**src/rtl/tiger_decode_queue.sv**
```systemverilog
// tiger_decode_queue
//   Decode stage for the Tiger MIPS pipeline. Each fetched instruction is
//   decoded when it is accepted. The decoded entry goes into a DEPTH-entry
//   FIFO that sits between fetch and execute. Each entry is tagged with a
//   load-use hazard flag, and the whole queue can be flushed in a single
//   cycle on a branch redirect.
//
// Handshake: a transfer happens on a rising edge when valid && ready are both
//   high. Neither ready depends on valid in the same cycle. in_ready comes
//   from registered occupancy only, so a full queue refuses input even in a
//   cycle where the head is being consumed.
//
// Ports
//   clk, reset          clock, synchronous active-high reset
//   flush               drop every entry and the hazard history; this
//                       cycle's input is lost
//   in_valid/in_ready   fetch handshake
//   in_instr, in_pc     instruction word and its address
//   out_valid/out_ready execute handshake for the head entry
//   out_instr, out_pc   head instruction and PC
//   out_controls        16-bit control word
//   out_alucontrol      ALU operation code
//   out_branchtype      branch condition code
//   out_destreg         destination register
//   out_loaduse         head reads the destination of the load enqueued
//                       just before it
//   count               occupancy, 0..DEPTH
module tiger_decode_queue #(
  parameter int DEPTH     = 4,
  parameter int PC_WIDTH  = 32,
  parameter int HAZARD_EN = 1
) (
  input  logic                      clk,
  input  logic                      reset,
  input  logic                      flush,
  input  logic                      in_valid,
  output logic                      in_ready,
  input  logic [31:0]               in_instr,
  input  logic [PC_WIDTH-1:0]       in_pc,
  output logic                      out_valid,
  input  logic                      out_ready,
  output logic [31:0]               out_instr,
  output logic [PC_WIDTH-1:0]       out_pc,
  output logic [15:0]               out_controls,
  output logic [4:0]                out_alucontrol,
  output logic [2:0]                out_branchtype,
  output logic [4:0]                out_destreg,
  output logic                      out_loaduse,
  output logic [$clog2(DEPTH):0]    count
);

  localparam int AW = $clog2(DEPTH);
  localparam int CW = AW + 1;

  // ALU operation codes
  localparam logic [4:0] ALU_NONE = 5'd0;
  localparam logic [4:0] ALU_ADD  = 5'd1;
  localparam logic [4:0] ALU_SUB  = 5'd2;
  localparam logic [4:0] ALU_AND  = 5'd3;
  localparam logic [4:0] ALU_OR   = 5'd4;
  localparam logic [4:0] ALU_XOR  = 5'd5;
  localparam logic [4:0] ALU_SLT  = 5'd6;
  localparam logic [4:0] ALU_LUI  = 5'd7;

  // Branch condition codes
  localparam logic [2:0] BR_NONE = 3'd0;
  localparam logic [2:0] BR_BEQ  = 3'd1;
  localparam logic [2:0] BR_BNE  = 3'd2;
  localparam logic [2:0] BR_BLEZ = 3'd3;
  localparam logic [2:0] BR_BGTZ = 3'd4;
  localparam logic [2:0] BR_BLTZ = 3'd5;
  localparam logic [2:0] BR_BGEZ = 3'd6;

  // Control word bits: 13 regwrite, 12 alusrc (imm, dest=rt), 14 zero-ext
  // imm (dest=rt), 11 branch, 9 memtoreg, 8 memwrite, 7 jr, 6 jump, 5 link.
  typedef struct packed {
    logic [31:0]         instr;
    logic [PC_WIDTH-1:0] pc;
    logic [15:0]         controls;
    logic [4:0]          alu;
    logic [2:0]          br;
    logic [4:0]          dest;
    logic                loaduse;
  } entry_t;

  entry_t        mem_q [DEPTH];
  logic [AW-1:0] rd_ptr_q, rd_ptr_d;
  logic [AW-1:0] wr_ptr_q, wr_ptr_d;
  logic [CW-1:0] count_q, count_d;
  logic          last_was_load_q, last_was_load_d;
  logic [4:0]    last_load_dest_q, last_load_dest_d;

  logic       push, pop;
  logic [5:0] op, funct;
  logic [4:0] rs, rt, rd;
  logic       is_load, is_jump;
  entry_t     dec_entry, head;

  assign op    = in_instr[31:26];
  assign rs    = in_instr[25:21];
  assign rt    = in_instr[20:16];
  assign rd    = in_instr[15:11];
  assign funct = in_instr[5:0];

  assign in_ready  = (count_q != CW'(DEPTH));
  assign out_valid = (count_q != '0);
  assign push      = in_valid && in_ready && !flush;
  assign pop       = out_valid && out_ready && !flush;

  // Loads are every 100xxx opcode except 100111. Loads always write rt,
  // including the ones this decoder does not otherwise recognise.
  assign is_load = (op[5:3] == 3'b100) && (op != 6'b100111);
  assign is_jump = (op[5:1] == 5'b00001);

  always_comb begin
    dec_entry          = '0;
    dec_entry.instr    = in_instr;
    dec_entry.pc       = in_pc;
    dec_entry.alu      = ALU_NONE;
    dec_entry.br       = BR_NONE;
    case (op)
      6'h00: begin
        case (funct)
          6'h21: begin dec_entry.controls = 16'h2000; dec_entry.alu = ALU_ADD; end
          6'h23: begin dec_entry.controls = 16'h2000; dec_entry.alu = ALU_SUB; end
          6'h24: begin dec_entry.controls = 16'h2000; dec_entry.alu = ALU_AND; end
          6'h25: begin dec_entry.controls = 16'h2000; dec_entry.alu = ALU_OR;  end
          6'h26: begin dec_entry.controls = 16'h2000; dec_entry.alu = ALU_XOR; end
          6'h2A: begin dec_entry.controls = 16'h2000; dec_entry.alu = ALU_SLT; end
          6'h08: dec_entry.controls = 16'h0080;
          default: ;
        endcase
      end
      6'h01: begin
        if (rt == 5'd0) begin
          dec_entry.controls = 16'h0800; dec_entry.br = BR_BLTZ;
        end else if (rt == 5'd1) begin
          dec_entry.controls = 16'h0800; dec_entry.br = BR_BGEZ;
        end
      end
      6'h02: dec_entry.controls = 16'h0040;
      6'h03: dec_entry.controls = 16'h2060;
      6'h04: begin dec_entry.controls = 16'h0800; dec_entry.br = BR_BEQ;  end
      6'h05: begin dec_entry.controls = 16'h0800; dec_entry.br = BR_BNE;  end
      6'h06: begin dec_entry.controls = 16'h0800; dec_entry.br = BR_BLEZ; end
      6'h07: begin dec_entry.controls = 16'h0800; dec_entry.br = BR_BGTZ; end
      6'h09: begin dec_entry.controls = 16'h3000; dec_entry.alu = ALU_ADD; end
      6'h0A: begin dec_entry.controls = 16'h3000; dec_entry.alu = ALU_SLT; end
      6'h0C: begin dec_entry.controls = 16'h7000; dec_entry.alu = ALU_AND; end
      6'h0D: begin dec_entry.controls = 16'h7000; dec_entry.alu = ALU_OR;  end
      6'h0E: begin dec_entry.controls = 16'h7000; dec_entry.alu = ALU_XOR; end
      6'h0F: begin dec_entry.controls = 16'h6000; dec_entry.alu = ALU_LUI; end
      6'h20, 6'h21, 6'h23, 6'h24, 6'h25: begin
        dec_entry.controls = 16'h3200; dec_entry.alu = ALU_ADD;
      end
      6'h28, 6'h29, 6'h2B: begin
        dec_entry.controls = 16'h1100; dec_entry.alu = ALU_ADD;
      end
      default: ;
    endcase

    if (dec_entry.controls[5])
      dec_entry.dest = 5'd31;
    else if (dec_entry.controls[12] || dec_entry.controls[14])
      dec_entry.dest = rt;
    else
      dec_entry.dest = rd;

    dec_entry.loaduse = (HAZARD_EN != 0) && last_was_load_q &&
                        (last_load_dest_q != 5'd0) && !is_jump &&
                        ((rs == last_load_dest_q) || (rt == last_load_dest_q));
  end

  always_comb begin
    rd_ptr_d         = rd_ptr_q;
    wr_ptr_d         = wr_ptr_q;
    count_d          = count_q;
    last_was_load_d  = last_was_load_q;
    last_load_dest_d = last_load_dest_q;
    if (push) begin
      wr_ptr_d         = wr_ptr_q + AW'(1);
      last_was_load_d  = is_load;
      last_load_dest_d = is_load ? rt : 5'd0;
    end
    if (pop)
      rd_ptr_d = rd_ptr_q + AW'(1);
    case ({push, pop})
      2'b10:   count_d = count_q + CW'(1);
      2'b01:   count_d = count_q - CW'(1);
      default: count_d = count_q;
    endcase
  end

  always_ff @(posedge clk) begin
    if (reset || flush) begin
      rd_ptr_q         <= '0;
      wr_ptr_q         <= '0;
      count_q          <= '0;
      last_was_load_q  <= 1'b0;
      last_load_dest_q <= 5'd0;
    end else begin
      rd_ptr_q         <= rd_ptr_d;
      wr_ptr_q         <= wr_ptr_d;
      count_q          <= count_d;
      last_was_load_q  <= last_was_load_d;
      last_load_dest_q <= last_load_dest_d;
    end
  end

  // Storage needs no reset: the outputs are forced to zero while the queue
  // is empty, and that covers the all-zero outputs required after reset.
  always_ff @(posedge clk) begin
    if (push)
      mem_q[wr_ptr_q] <= dec_entry;
  end

  assign head           = out_valid ? mem_q[rd_ptr_q] : '0;
  assign out_instr      = head.instr;
  assign out_pc         = head.pc;
  assign out_controls   = head.controls;
  assign out_alucontrol = head.alu;
  assign out_branchtype = head.br;
  assign out_destreg    = head.dest;
  assign out_loaduse    = head.loaduse;
  assign count          = count_q;

endmodule

```
**config.mk**
```make
export PLATFORM = sky130hd
export DESIGN_NAME = tiger_decode_queue
export DESIGN_NICKNAME = d
export VERILOG_FILES = /design/src/rtl/tiger_decode_queue.sv
export SDC_FILE = /design/constraint.sdc
export NUM_CORES = 1
export LEC_CHECK = 0
export BUFFER_PORTS_ARGS = -buffer_cell sky130_fd_sc_hd__buf_2
export CAP_MARGIN = 20
export CORE_MARGIN = 10
export CORE_UTILIZATION = 63
export CTS_CLUSTER_SIZE = 16
export DETAILED_ROUTE_END_ITERATION = 6
export PLACE_DENSITY = 0.91
export SLEW_MARGIN = 20
export SYNTH_ARGS = -nofsm -noshare
export SYNTH_HDL_FRONTEND = slang
export SYNTH_SLANG_ARGS = --single-unit
```
**constraint.sdc**
```tcl
create_clock -name clk -period 5.4 [get_ports clk]
set_input_delay 0.54 -clock clk [delete_from_list [all_inputs] [get_ports clk]]
set_output_delay 0.54 -clock clk [all_outputs]
set_load 0.1 [all_outputs]
```
# Yosys cells after proc, flatten, opt, wreduce, memory -nomap -nowiden
# Memory sizes are Yosys's and may differ from the RTL's. A register that Yosys moved wholly into a read port is not among the register bits.
# Cells that the tools add are included.
# totals
n_memories	1
elab_cells	90
out_inout_bits	99
inputBits	69
mem_bits_rw	376
regBits	13
# memory_table
name	depth	width	rd	rd_clocked_by_memory_dff	write_ports	line_no	text
mem_q	4	94	1	1	1	86	entry_t mem_q [DEPTH];
# op_classes
reduce_logical	25
mux	18
n_addsub	4
eq_ne	37
# ops
op	count
16-bit one-hot mux with 10 select lines	1
94-bit 2-to-1 mux	1
6-bit equality test, second input constant	14
6-bit by 4-bit equality test with 1-bit output, second input constant	7
5-bit one-hot mux with 7 select lines	1
14-bit one-hot mux with 2 select lines	1
6-bit by 3-bit equality test with 1-bit output, second input constant	4
3-bit one-hot mux with 6 select lines	1
16-bit 2-to-1 mux	1
5-bit 2-to-1 mux	3
3-bit one-hot mux with 5 select lines	1
6-bit by 2-bit equality test with 1-bit output, second input constant	2
12-bit 2-to-1 mux	1
5-bit by 1-bit equality test with 1-bit output, second input constant	2
5-bit equality test	2
9-bit OR reduction	1
1-bit logical AND	8
6-bit by 1-bit equality test with 1-bit output, second input constant	1
6-bit logical NOT	1
3-bit 2-to-1 mux	2
6-bit != test, second input constant	1
3-bit one-hot mux with 2 select lines	1
3-bit OR reduction	2
6-bit OR reduction	1
other kinds (18)	24

# Depth between registers and ports, before layout
# depth
word_depth	7
mapped_depth	11
mapped_depth_nobuf	9

# Worst setup path before layout
# No wires, ideal clock.
# synth_path
kind	flip-flop to flip-flop
from	register count_q[0], in the netlist count[0]
to	memory mem_q[0][0] (netlist name), enable pin
setup_time_ns	0.453
t_arrival_ns	4.164
required_time_ns	4.947
path_stages_with_launch	5
path_slack_ns	0.783
path_buffers	1
synth_period_minus_slack_ns	4.617
path_cell_list	dfxtp_1 or3b_2 and3b_1 clkbuf_1 and2_1
# synth_between
elab_chain_len	5
# synth_lines
item	line_no	text
start, declared	89	logic [CW-1:0] count_q, count_d;
start signal, assigned	204	count_q <= count_d;
3-bit != test	105	assign in_ready = (count_q != CW'(DEPTH));
named net in_ready	37	output logic in_ready,
1-bit logical AND (2 in a row)	107	assign push = in_valid && in_ready && !flush;
1-bit 2-to-1 mux	213	if (push)
1-bit 2-to-1 mux (implied by the code)	214	mem_q[wr_ptr_q] <= dec_entry;
end, declared	86	
# The timed path passes the listed nets, and every way through them passes these cells.

==> summary.md <==
| Metric | Value |
|---|---|
| Status | finished clean |
| Synth warn | 0 |
| Row cnt | 55 |
| Chip Width | 171 µm |
| Slew Limit Fails | 0 |
| CP Capture Type | output port |
| Pre-antenna DRT Iters | 5 |
| Die area | 29100 µm² |
| Crit path max fanout | between 40 and 50 |
| Tmin final | 3.49 ns |
| I/O Buffers | roughly 160 |
| Overflow after GRT | 0 |
| Post-synthesis sequential area ratio | about 73% |
| R2r setup slk | approximately 2.6 ns |
| Post-CTS Setup Bufs | 0 |
| Clk root buf | clkbuf_16 |
| Leak | roughly 0.0057 µW |
| WP data arrival | a little under 3 ns |
| DR vias | roughly 7500 |
| Die Y-Extent | between 150 and 200 µm |
| Post-synthesis cell count | around 750 |
| Fin crit share | between 60% and 70% |
| Avg Inst Size Synth | 19.1 µm² |
| Gpl congestion | a little under 0.8 |
| Pin count of the biggest net entering global routing | 70 |
| Cells resized by post-CTS repair | 0 |
| Synth Register Bits | between 300 and 400 |
| Max-slew headroom | around a third |
| Reg clk slew, reported paths | approximately 0.06 ns |
| Final hold viol count | 0 |
| Antenna Nets Post-Route | 0 |
| Final net count | roughly 980 |
| Asr flop ratio synth | 0% |
| Drt initial violations | between 600 and 700 |
| Worst-Margin Slew | between 0.9 and 1 ns |
| Initial antenna violation count | 2 |
| Placed inst area | approximately 15000 µm² |
| Routed vias/inst | 6.11 |
| Total track usage | roughly a fifth |
| Core Region | between 20000 and 25000 µm² |
| Worst Path Required | 4.86 ns |
| Inserted Clock Buffers | 36 |
| Fill cells | 1325 |
| Skew-Pair Late Insertion Delay | 0.52 ns |
| Number of synthesized flops with an enable pin | 340 |
| Worst hold path class | primary input to flop |
| Setup tns final | 0 ns |
| Non-Filler Instances | approximately 1200 |
| Final core area utilization | roughly 74% |
| Initial core utilization | roughly 64% |
| I/O pin cnt | approximately 170 |
| Area Overhead vs Synth | 15.6% |
| Placed insts | ~1200 |
| DR WL/cell | 24.1 µm |
| Detailed placement HPWL | approximately 18 mm |
| Share of layout cells above drive strength 1 | 34.4% |
| Final WL | 29.4 mm |
| Power per cell area | between 300 and 400 nW/µm² |
| # DRC | 0 |
| Crit Path Category | flop to output port |
| Netlist cell types | 51 |
| Final setup vio count | 0 |
| Vias in the first global route | 7969 |
| RSZ-0062 raised after global routing | false |
| Highest clock rate | 286 MHz |
| CTS tree | built |
| Max_cap viols | 0 |
| CTS Sinks | ~360 |
| H-tree Lvls | 2 |
| Final instance area | between 15000 and 20000 µm² |
| Ys flop type | edfxtp_1 |
| Longest Clk Path Bufs | 3 |
| Startpoint Class | flop |
| CTS Hold Buffers Added | 0 |
| Max VDD drop | roughly 0.28 mV |
| Clock Skew | roughly 0.020 ns |
| First-pass GRT wire length | roughly 45 mm |
| Mapped cell area | ~14000 µm² |
[power by group]
part	switching [µW]	total, µW	internal, µW
sequential	14.1	3080	3060
clock	986	2520	1530
combinational	308	408	99.6
[final timing paths]
| check | from | depth (start not counted) | endpoint |
|---|---|---|---|
| worst max-delay path | flop | 4 | out_controls[5] |
| worst min-delay path | in_instr[8] | 1 | mem_q[0][70] |
| worst max register to register | count[2] | 9 | count[2] |
| worst min register to register | last_was_load_q | 2 | last_was_load_q |
[synth_stat cells, types with 2 or more instances]
| library cell | number | area (µm²) |
|---|---|---|
| edfxtp_1 | 340 | 10200 |
| and2_1 | 89 | 557 |
| mux4_2 | 85 | 1910 |
| clkbuf_1 | 25 | 93.8 |
| a21oi_1 | 17 | 85.1 |
| nor2_1 | 16 | 60.1 |
| dfxtp_1 | 15 | 300 |
| nand2_1 | 14 | 52.6 |
| nand3_1 | 12 | 60.1 |
| xor2_1 | 11 | 96.3 |
| buf_2 | 10 | 50.1 |
| inv_1 | 10 | 37.5 |
| buf_4 | 9 | 67.6 |
| o21ai_0 | 8 | 40.0 |
| a31oi_1 | 7 | 43.8 |
| buf_1 | 7 | 26.3 |
| nor3b_1 | 7 | 52.6 |
| xnor2_1 | 6 | 52.6 |
| a211o_1 | 5 | 43.8 |
| ha_1 | 5 | 62.6 |
| or3_1 | 5 | 31.3 |
| nor3_1 | 4 | 20.0 |
| nand2b_1 | 3 | 18.8 |
| nand3b_1 | 3 | 22.5 |
| a211oi_1 | 2 | 15.0 |
| and3_1 | 2 | 12.5 |
| nor2b_1 | 2 | 12.5 |
| nor4_1 | 2 | 12.5 |
| nor4bb_1 | 2 | 20.0 |
| o31a_1 | 2 | 17.5 |
| or2_2 | 2 | 12.5 |
| or3b_2 | 2 | 17.5 |
[sequential cells by signal, summed over array words and instances (netlist names), named ones only]
name              count
count                 3
last_load_dest_q      5
last_was_load_q       1
mem_q               340
rd_ptr_q              2
wr_ptr_q              2
[logic make-up (layout without fill, tap and decap cells)]
| logic type | after synthesis | after routing | share of synthesized area (%) |
|---|---|---|---|
| fa+ha+maj | 6 | 6 | 0.577 |
| mux | 86 | 86 | 13.5 |
| compound gates | 47 | 47 | 2.14 |
| buf+inv | 62 | 240 | 2.00 |
| other cells | 1 | 10 | 0.0262 |
| flops | 355 | 355 | 73.5 |
| simple gates | 174 | 174 | 7.28 |
| xor+xnor | 17 | 17 | 1.04 |
[critical path, cell delays in order, from the launching register on]
cell and delay, ns:
dfxtp_4 0.93, buf_12 0.43, mux4_2 0.57, and2_1 0.20
buf_2 0.30
[area by class of cell]
cell class | count | area (µm²) | share of cell area [%]
antenna | 1 | 2.50 | 0.0151
timing repair buffer | 166 | 876 | 5.29
tap | 285 | 357 | 2.16
clock buffer | 44 | 982 | 5.94
clock inverter | 20 | 219 | 1.32
sequential | 355 | 10500 | 63.6
multi-input combinational | 339 | 3550 | 21.5
inverter | 10 | 37.5 | 0.227
[cell usage in the layout (no fill, tap or decap), drive strengths merged, types with 4 or more instances in the layout]
master  synthesis  final
edfxtp        340    340
buf            27    166
and2           89     89
mux4           85     85
clkbuf         25     44
a21oi          17     17
nor2           17     17
dfxtp          15     15
nand2          14     14
clkinv          0     14
nand3          12     12
xor2           11     11
inv            10     11
conb            1      9
o21ai           8      8
a31oi           7      7
nor3b           7      7
xnor2           6      6
a211o           5      5
ha              5      5
bufinv          0      5
or3             5      5
nor3            4      4
[per-stage QoR]
step	setup slack (ns)	hold slack [ns]	total power [µW]
after floorplan	0.783	0.433	3430
after global placement	2.38	0.447	3530
after detailed placement	2.36	0.451	3540
after CTS	1.81	0.225	6030
after global routing	1.68	0.240	6160
final	1.91	0.240	6000
[routing by layer]
metal / GRT usage [%] / part of all wire [%] / up-vias
met5: 0 / 0.044 / -
met4: 6.03 / 2.1 / 2
met3: 4.63 / 7.1 / 53
met2: 34.0 / 51 / 272
met1: 26.2 / 39 / 3847
li1: - / - / 3279
(Power assumes the default switching activity.)
